===== config.mk =====
export PLATFORM = sky130hd
export DESIGN_NAME = serial_frame_ctrl_flat
export DESIGN_NICKNAME = d
export VERILOG_FILES = /design/src/rtl/serial_frame_ctrl_if.sv /design/src/rtl/serial_frame_ctrl.sv /design/src/flat_wrapper.sv
export SDC_FILE = /design/constraint.sdc
export NUM_CORES = 1
export LEC_CHECK = 0
export ABC_AREA = 0
export CAP_MARGIN = 20
export CORE_MARGIN = 2
export CORE_UTILIZATION = 45
export DETAILED_ROUTE_END_ITERATION = 8
export GPL_TIMING_DRIVEN = 0
export PLACE_DENSITY = 0.74
export SKIP_LAST_GASP = 1
export SLEW_MARGIN = 20
export SYNTH_ARGS = -nofsm -noshare
export SYNTH_HDL_FRONTEND = slang
export SYNTH_SLANG_ARGS = --single-unit

===== constraint.sdc =====
create_clock -name CLK -period 1.3 [get_ports CLK]
set_input_delay 0.26 -clock CLK [delete_from_list [all_inputs] [get_ports CLK]]
set_output_delay 0.26 -clock CLK [all_outputs]
set_load 0.05 [all_outputs]

===== src/rtl/serial_frame_ctrl_if.sv =====
// Bundles the word-level request/result signals and the bit-serial link of serial_frame_ctrl.
// Latency: none; this is wiring only.
// Backpressure: none; Start is simply ignored by the controller while a frame is in flight.
// Ports: Start/Din request a frame; SX/SEn/SClr drive the serial stage and SN returns from it;
//        Busy/Done/Dout/Ovf report status and the reassembled result.
interface serial_frame_ctrl_if #(
    parameter int WIDTH = 4
);
    logic             Start;
    logic [WIDTH-1:0] Din;
    logic             SN;
    logic             SX;
    logic             SEn;
    logic             SClr;
    logic             Busy;
    logic             Done;
    logic [WIDTH-1:0] Dout;
    logic             Ovf;

    // master: the requester, which also hosts the downstream serial stage
    modport master (
        output Start, Din, SN,
        input  SX, SEn, SClr, Busy, Done, Dout, Ovf
    );

    // slave: the frame controller itself
    modport slave (
        input  Start, Din, SN,
        output SX, SEn, SClr, Busy, Done, Dout, Ovf
    );
endinterface


===== src/rtl/serial_frame_ctrl.sv =====
// Serialises a WIDTH-bit word LSB-first to a bit-serial stage and reassembles its returned bits.
// Latency: accepted Start edge to Done high is WIDTH+1 cycles; the frame period is WIDTH+3 cycles.
// Backpressure: Start is honoured only in IDLE; requests made in other states are dropped.
// Ports: CLK and Reset (asynchronous, active-low) plus the slave side of serial_frame_ctrl_if.
module serial_frame_ctrl #(
    parameter int WIDTH = 4
) (
    input  logic               CLK,
    input  logic               Reset,
    serial_frame_ctrl_if.slave bus
);
    // Bit-counter width is derived from WIDTH and is not meant to be overridden.
    localparam int CNTW = $clog2(WIDTH + 1);
    localparam logic [CNTW-1:0] LAST_BIT = CNTW'(WIDTH - 1);

    localparam logic [1:0] ST_IDLE  = 2'd0;
    localparam logic [1:0] ST_CLR   = 2'd1;
    localparam logic [1:0] ST_SHIFT = 2'd2;
    localparam logic [1:0] ST_DONE  = 2'd3;

    logic [1:0]       state;
    logic [WIDTH-1:0] shreg;
    logic [WIDTH-1:0] res;
    logic [WIDTH-1:0] res_nxt;
    logic [WIDTH-1:0] dout;
    logic [CNTW-1:0]  cnt;
    logic             din_msb;
    logic             ovf;

    // Returned bits enter at the top and walk down, so the first one ends in bit 0.
    assign res_nxt = {bus.SN, res[WIDTH-1:1]};

    always_ff @(posedge CLK or negedge Reset) begin
        if (!Reset) begin
            state   <= ST_IDLE;
            shreg   <= '0;
            res     <= '0;
            dout    <= '0;
            cnt     <= '0;
            din_msb <= 1'b0;
            ovf     <= 1'b0;
        end else begin
            case (state)
                ST_IDLE: begin
                    if (bus.Start) begin
                        shreg   <= bus.Din;
                        din_msb <= bus.Din[WIDTH-1];
                        cnt     <= '0;
                        state   <= ST_CLR;
                    end
                end
                ST_CLR: begin
                    state <= ST_SHIFT;
                end
                ST_SHIFT: begin
                    shreg <= shreg >> 1;
                    res   <= res_nxt;
                    cnt   <= cnt + 1'b1;
                    if (cnt == LAST_BIT) begin
                        // Publish on the last data edge so the final SN is included;
                        // res_nxt[WIDTH-1] is that SN, i.e. the new Dout MSB.
                        dout  <= res_nxt;
                        ovf   <= din_msb & bus.SN;
                        state <= ST_DONE;
                    end
                end
                ST_DONE: begin
                    state <= ST_IDLE;
                end
                default: begin
                    state <= ST_IDLE;
                end
            endcase
        end
    end

    // Link outputs decode from state only, so Start never reaches an output combinationally.
    assign bus.SClr = (state == ST_CLR);
    assign bus.SEn  = (state == ST_SHIFT);
    assign bus.SX   = (state == ST_SHIFT) & shreg[0];
    assign bus.Busy = (state == ST_CLR) | (state == ST_SHIFT);
    assign bus.Done = (state == ST_DONE);
    assign bus.Dout = dout;
    assign bus.Ovf  = ovf;
endmodule


===== src/flat_wrapper.sv =====
// flat-port wrapper written by rule: the top's interface ports become plain ports
module serial_frame_ctrl_flat 
#(
    parameter int WIDTH = 4
)
  (CLK, Reset, bus_Start, bus_Din, bus_SN, bus_SX, bus_SEn, bus_SClr, bus_Busy, bus_Done, bus_Dout, bus_Ovf);
  serial_frame_ctrl_if #(.WIDTH(WIDTH)) bus_i ();
  input  logic CLK;
  input  logic Reset;
  input wire logic [$bits(bus_i.Start)-1:0] bus_Start;
  input wire logic [$bits(bus_i.Din)-1:0] bus_Din;
  input wire logic [$bits(bus_i.SN)-1:0] bus_SN;
  output wire logic [$bits(bus_i.SX)-1:0] bus_SX;
  output wire logic [$bits(bus_i.SEn)-1:0] bus_SEn;
  output wire logic [$bits(bus_i.SClr)-1:0] bus_SClr;
  output wire logic [$bits(bus_i.Busy)-1:0] bus_Busy;
  output wire logic [$bits(bus_i.Done)-1:0] bus_Done;
  output wire logic [$bits(bus_i.Dout)-1:0] bus_Dout;
  output wire logic [$bits(bus_i.Ovf)-1:0] bus_Ovf;
  assign bus_i.Start = bus_Start;
  assign bus_i.Din = bus_Din;
  assign bus_i.SN = bus_SN;
  assign bus_SX = bus_i.SX;
  assign bus_SEn = bus_i.SEn;
  assign bus_SClr = bus_i.SClr;
  assign bus_Busy = bus_i.Busy;
  assign bus_Done = bus_i.Done;
  assign bus_Dout = bus_i.Dout;
  assign bus_Ovf = bus_i.Ovf;
  serial_frame_ctrl #(.WIDTH(WIDTH)) u_core (.CLK(CLK), .Reset(Reset), .bus(bus_i));
endmodule

# After elaboration in Yosys (flattened, before gate mapping)

Cells that the tools add are included.

Multiplexer cells: 7
Add/sub/neg operators: 1
Equal/unequal tests: 6
Reductions and logical operators: 6
Bitwise operators: 3

Operators with widths:

| cell                  | count |
|---|---|
| $pmux W2 S4           | 1 |
| $pmux W4 S2           | 1 |
| $reduce_and A2 Y1     | 4 |
| $pmux W3 S2           | 1 |
| $eq A2 B2 Y1 const B  | 2 |
| $mux W2               | 2 |
| $mux W4               | 1 |
| $add A3 B1 Y3 const B | 1 |
| $eq A3 B2 Y1 const B  | 1 |
| $mux W3               | 1 |
| $and A1 B1 Y1         | 2 |
| $eq A2 B1 Y1 const B  | 1 |
| $logic_not A2 Y1      | 1 |
| $ne A2 B1 Y1 const B  | 1 |
| $ne A2 B2 Y1 const B  | 1 |
| $reduce_bool A2 Y1    | 1 |
| $or A1 B1 Y1          | 1 |

Register bits: 19
Bits of input ports: 8
Output and inout port bits: 10
Logic and storage cells: 30

# Depth between registers and ports, before layout

Gate-level depths: netlist of run 1.

Depth in word-level cells: 3
Gate-level depth with buffers: 7
Depth with buffers taken out: 5

# Least setup slack after synthesis of run 1

Ideal clock, no wire load.

Kind: register to output
Start point: reg u_core.state[0]
End point: out bus_SX
Required time: 1040 ps
Cell stages (with the launch flop): 6
Arrival: 1741 ps
Slack: -701 ps
Cell sequence: dfrtp_1 inv_1 ha_1 buf_6 buf_6 and2_1

Cells in the longest elaborated chain, start to end: 2

Ends and longest elaborated chain:

| element                | RTL line                | RTL |
|---|---|---|
| from (decl)            | serial_frame_ctrl.sv:21 | `logic [1:0] state;` |
| from (signal assigned) | serial_frame_ctrl.sv:35 | `state <= ST_IDLE;` |
| from (signal assigned) | serial_frame_ctrl.sv:49 | `state <= ST_CLR;` |
| from (signal assigned) | serial_frame_ctrl.sv:53 | `state <= ST_SHIFT;` |
| $eq A2 B2 Y1           | --                      |  |
| net bus_SEn            | flat_wrapper.sv:14      | `output wire logic [$bits(bus_i.SEn)-1:0] bus_SEn;` |
| $and A1 B1 Y1          | serial_frame_ctrl.sv:80 | `assign bus.SX = (state == ST_SHIFT) & shreg[0];` |
| to (decl)              | flat_wrapper.sv:13      | `output wire logic [$bits(bus_i.SX)-1:0] bus_SX;` |

The timed path passes the listed nets, and every way through them passes these cells.

# Final worst setup path of run 1

Start point: reg u_core.state[1]
End point: out bus_SX

Cells in the longest elaborated chain, start to end: 2

Ends and longest elaborated chain:

| element       | RTL line |
|---|---|
| $eq A2 B2 Y1  | serial_frame_ctrl.sv:80 |
| $and A1 B1 Y1 | serial_frame_ctrl.sv:80 |

Every way passes these cells.

==> results of run 1 <==
[worst max-delay path, delay by kind of cell, from the launching register on]
family | cells | cell delay, ns
buffers and inverters | 3 | 0.37
and+or+nand+nor | 1 | 0.13
DFF | 1 | 0.45
adders and majority gates | 1 | 0.18
[cells by family after synthesis]
logic type | after synthesis | share of synthesized area, %
AOI/OAI and AO/OA | 21 | 13.7
and+or+nand+nor | 15 | 8.36
muxes | 11 | 13.9
adders and majority gates | 7 | 9.28
DFF | 18 | 47.7
xor gates and xnor gates | 1 | 0.929
buffers and inverters | 10 | 6.10
[per-layer routing]
layer	vias up	global-route usage [%]
li1	376	-
met1	413	24.0
met2	23	37.8
met3	4	4.55
met4	0	10.2
met5	-	0
[per-stage QoR]
stage	util (%)	hold slack, ns
2_1_floorplan	-	-0.0356
3_3_place_gp	58.7	0.464
3_5_place_dp	58.7	0.471
4_1_cts	73.2	0.323
5_1_grt	78.3	0.315
6_report	78.3	0.321
[state kept, by name (all words and copies together), names as in the netlist]
name	cells
u_core.bus.Dout	4
u_core.bus.Ovf	1
u_core.cnt	3
u_core.din_msb	1
u_core.res	3
u_core.shreg	4
u_core.state	2
[worst paths after layout]
check | startpoint | to | cells past startpoint
max in group asynchronous | Reset | u_core.state[1]$_DFFE_PN0P_ | 1
max | u_core.state[1]$_DFFE_PN0P_ | bus_SX | 5
min reg2reg | u_core.din_msb$_DFFE_PN0P_ | u_core.din_msb$_DFFE_PN0P_ | 2
max reg2reg | u_core.state[1]$_DFFE_PN0P_ | u_core.state[1]$_DFFE_PN0P_ | 7
min in group asynchronous | Reset | u_core.shreg[2]$_DFFE_PN0P_ | 1
min | bus_Start | u_core.din_msb$_DFFE_PN0P_ | 3
[layout make-up]
| class | instances | area (µm²) |
|---|---|---|
| buffer | 4 | 52.6 |
| clock buffer | 4 | 36.3 |
| fill | 121 | 427 |
| inverter | 6 | 27.5 |
| multi-input combinational | 55 | 568 |
| sequential | 18 | 452 |
| tap | 27 | 33.8 |
| timing repair buffer | 38 | 365 |
[cells in the final DEF (no fill, tap or decap)]
cell	synthesis	routed
o221ai_2	0	1
nor2b_4	1	1
clkbuf_16	0	1
a21o_1	1	1
a21oi_4	0	1
buf_6	2	6
clkbuf_4	0	3
buf_2	1	5
inv_6	0	1
nand2_8	0	1
nor3_4	0	1
o21ai_2	0	1
nand3b_1	1	1
nor2_1	1	1
ha_4	0	4
nand2_4	0	1
a21oi_1	4	3
o22ai_2	0	2
buf_4	1	16
clkdlybuf4s50_1	0	6
ha_1	7	2
xnor2_1	1	1
a21oi_2	1	1
mux2_4	2	3
dfrtp_1	18	17
o21ai_0	6	1
ha_2	0	1
mux2_2	9	8
inv_2	0	1
clkbuf_8	0	1
o21ai_1	0	4
nand2_1	8	7
o32a_1	1	1
nand2b_4	0	1
o22ai_1	7	5
inv_1	6	4
dfrtp_2	0	1
buf_8	0	8
and2_4	0	1
[what timing repair did]
action,in CTS,in global routing
gates resized for setup,83,25
setup buffers,16,7
hold endpoints to repair,0,0
gates cloned,0,1
endpoints found under the setup margin,26,27
pin swaps,4,4
[synth_stat cells, types with 2 or more instances]
master	instances
inv_1	6
ha_1	7
dfrtp_1	18
mux2_4	2
a21oi_1	4
o22ai_1	7
mux2_2	9
buf_6	2
nand2_1	8
o21ai_0	6
==> metrics.txt, run 1 <==
fin crit share=128%; post-route ant nets=0; Placed Area=about 1200 µm²; setup_tns=-5.20 ns; Critical Path AT=1.41 ns; Yosys top cell area share=47.7%; width of the die=between 40 and 50 µm; cell area after synthesis=943 µm²; Req. time, crit path=1.04 ns; Top FF cell, synth=dfrtp_1; drt total wl=2640 µm; Overall Global Routing Usage=21.3%; post-synth cell types=24; met2 WL=approximately 1400 µm; Async SR Flop Fraction=100%; startpoint types=register; critical-path maximum fanout=2; fin nets=141; drt first pass iters=4; Core ar.=~2000 µm²; vias in the first global route=871; total CTS buffers=3; slowest CP cell=dfrtp_2; met3 WL=just under 100 µm; Antenna Cells=0; global route overflow=0; Placed Cells=126; fin cells=around 150; H-tree depth=1; violated checks=negative setup slack; Hold Vio Cnt, Final=0; clk root buf=clkbuf_4; DR top layer=met4; placer congestion estimate=0.784; die height=49.8 µm; initial antenna violation count=0; # setup viols final=23; # DRC=0; Seq cells post-synth=18; row count=16; YS warnings=0; slew margin rel.=44.6%; total number of clock tree sinks=18; DPL Wire Length=1290 µm; vias per cell=between 5 and 6; via count=816; synthesis-to-finish area growth=62.7%; Post-synth EDFFs=0; Ports=18; min setup slack post-route=-0.370 ns; most used cell, CP=buf_8; unrepaired setup endpoints after global routing=yes; CP cell instances=ha_4 > buf_8 > buf_8 > and2_4 > buf_8; Mean Syn Cell Area=roughly 11 µm²; critical path capture point type=primary output; Starting Density=48.1%; status=finished, violations left; leading area contributor after synthesis=dfrtp_1; largest net degree at the start of global routing=19; CTS Hold Bufs=0; worst min-delay path class=in2reg; clock buffer depth=2; internal reg-to-reg setup slack=-0.29 ns; share of layout cells above drive strength 1=56.8%; CTS clock-pin slew for the worst setup and hold paths=around 0.10 ns; Port-buffer cells=16; Setup WS pre-CTS=-0.843 ns; Synth area leaders=dfrtp_1, mux2_2, ha_1; register area share after synthesis=47.7%; max-slew violations=0; fmax=about 0.6 GHz; first-pass GRT wire length=3950 µm; max-cap violations=0; Mapped Cells=83; DIE AREA=between 2000 and 2500 µm²; Worst-Skew Late Latency=0.29 ns; Final min period=1.67 ns; Crit path largest cell delay=0.45 ns; DR WL/cell=17.4 µm; Setup Skew=0.00486 ns; wl on met1=1070 µm; First DRT Iteration DRCs=8; critical path class=reg2out; post-route cell area=approximately 1500 µm²; Mapped Nets=98; CTS tree=built; Worst Max-Slew Pin Slew=about 0.83 ns
Power of run 1 is not shown: default switching activity piles up to over one toggle a cycle in this logic, so the estimate is an artifact.
==> inputs of run 2 (changes only) <==
- CORE_UTILIZATION: 45 -> 35
- PLACE_DENSITY: 0.74 -> 0.61
==> run 2 against run 1 <==
Against the previous run:
- the flow still finishes with violations (negative setup slack)
- clock skew decreased by 0.0017 ns
- via count fell by 4.3%
- first-iteration DRC count is the same
- sequential share of layout area grew 1.0 points
- global-route usage fell by 7.0 points
- design area down 3.4%
- count of clock-buffer cells in the layout did not move
- sequential cell count unchanged
- critical path depth is the same
- routed wire length down 20%
- register-to-register slack got worse by 0.02 ns
- core utilization is 19 points lower
- critical path type unchanged
==> metrics.txt, run 2 (synthesis gave the netlist of run 1 again) <==
status=finished, violations left; violated checks=negative setup slack; H-tree depth=1; Core ar.=2520 µm²; post-route ant nets=0; fin nets=around 140; Overall Global Routing Usage=14.3%; Antenna Cells=0; initial antenna violation count=0; Worst Max-Slew Pin Slew=0.822 ns; via count=781; global route overflow=0; slowest CP cell=dfrtp_2; Req. time, crit path=around 1.0 ns; Worst-Skew Late Latency=approximately 0.29 ns; clk root buf=clkbuf_4; most frequent cells in the layout=dfrtp_1, buf_4, buf_8, mux2_4; # DRC=0; startpoint types=register; CTS clock-pin slew for the worst setup and hold paths=0.11 ns; width of the die=55.9 µm; DR WL/cell=14.1 µm; worst min-delay path class=in2reg; unrepaired setup endpoints after global routing=yes; DIE AREA=3130 µm²; fmax=0.601 GHz; CP cell instances=ha_4 > buf_8 > buf_8 > and2_4 > buf_8; CP top delay family=flip-flops; Final min period=around 1.7 ns; max-slew violations=0; First DRT Iteration DRCs=8; Crit path largest cell delay=0.45 ns; Hold Vio Cnt, Final=0; # setup viols final=23; critical-path maximum fanout=3; max-cap violations=0; most used cell, CP=buf_8; placer congestion estimate=0.698; vias in the first global route=807; synthesis-to-finish area growth=57.2%; Setup Skew=0.00315 ns; drt total wl=roughly 2100 µm; Starting Density=37.4%; Placed Cells=129; critical path class=reg2out; fin crit share=128%; critical path capture point type=primary output; CTS tree=built; Util after Layout=58.8%; Critical Path AT=1.40 ns; most common cell after layout, fill and taps aside=dfrtp_1; first-pass GRT wire length=about 3600 µm; total CTS buffers=3; Setup WS pre-CTS=-0.831 ns; die height=55.9 µm; CP bufs+invs=3; total number of clock tree sinks=18; Ports=18; Port-buffer cells=16; row count=18; fillcell total=225; vias per cell=about 5.2; fin cells=151; drt first pass iters=4; clock buffer depth=2; slew margin rel.=45.0%; largest net degree at the start of global routing=19; min setup slack post-route=-0.365 ns; DPL Wire Length=approximately 1300 µm; CTS Hold Bufs=0; share of layout cells above drive strength 1=between 50% and 60%
## run 2: worst min-delay path, delay by kind of cell
| family | cells | cell delay, ns |
|---|---|---|
| AOI/OAI and AO/OA | 1 | 0.08 |
| and+or+nand+nor | 1 | 0.09 |
| buffers and inverters | 1 | 0.17 |
## run 2: layout make-up
cell class	instances	area, µm²	area share, %
Buffer	4	48.8	3.29
Clock buffer	4	36.3	2.45
Inverter	6	25.0	1.69
Multi-Input combinational cell	55	559	37.7
Sequential cell	18	452	30.5
Tap cell	30	37.5	2.53
Timing Repair Buffer	34	324	21.9
## run 2: through the flow
stage | setup TNS [ns] | hold slack (ns) | instance area [µm²]
after floorplan | -1.75 | -0.0356 | 958
after global placement | -5.27 | 0.461 | 1160
after detailed placement | -5.44 | 0.476 | 1160
after CTS | -3.40 | 0.294 | 1380
after global routing | -6.05 | 0.348 | 1480
final | -4.77 | 0.342 | 1480
## run 2: worst paths after layout
path	slack [ns]	end	depth (start not counted)	startpoint
worst max-delay path	-0.36	bus_SX	5	u_core.state[1]$_DFFE_PN0P_
worst min-delay path	0.34	u_core.din_msb$_DFFE_PN0P_	3	bus_Start
worst max register to register	-0.31	u_core.bus.Dout[3]$_DFFE_PN0P_	7	u_core.state[1]$_DFFE_PN0P_
worst min register to register	0.51	u_core.bus.Ovf$_DFFE_PN0P_	2	u_core.bus.Ovf$_DFFE_PN0P_
max in group asynchronous	0.31	u_core.state[1]$_DFFE_PN0P_	1	Reset
min in group asynchronous	0.43	u_core.din_msb$_DFFE_PN0P_	1	Reset
## run 2: per-layer routing
layer	wire length [µm]	vias to the layer above	global-route usage (%)
li1	-	369	-
met2	1060	20	22.1
met3	126	2	4.65
met1	935	390	19.7
met4	10	0	3.06
met5	0	-	0
## run 2: timing repair
item,4_1_cts,5_1_grt
endpoints found under the setup margin,26,28
hold endpoints to repair,0,0
cloned,1,0
pin swaps,3,4
buffers inserted,13,7
resized for setup,70,37
Power of run 2 is left out for the same reason.
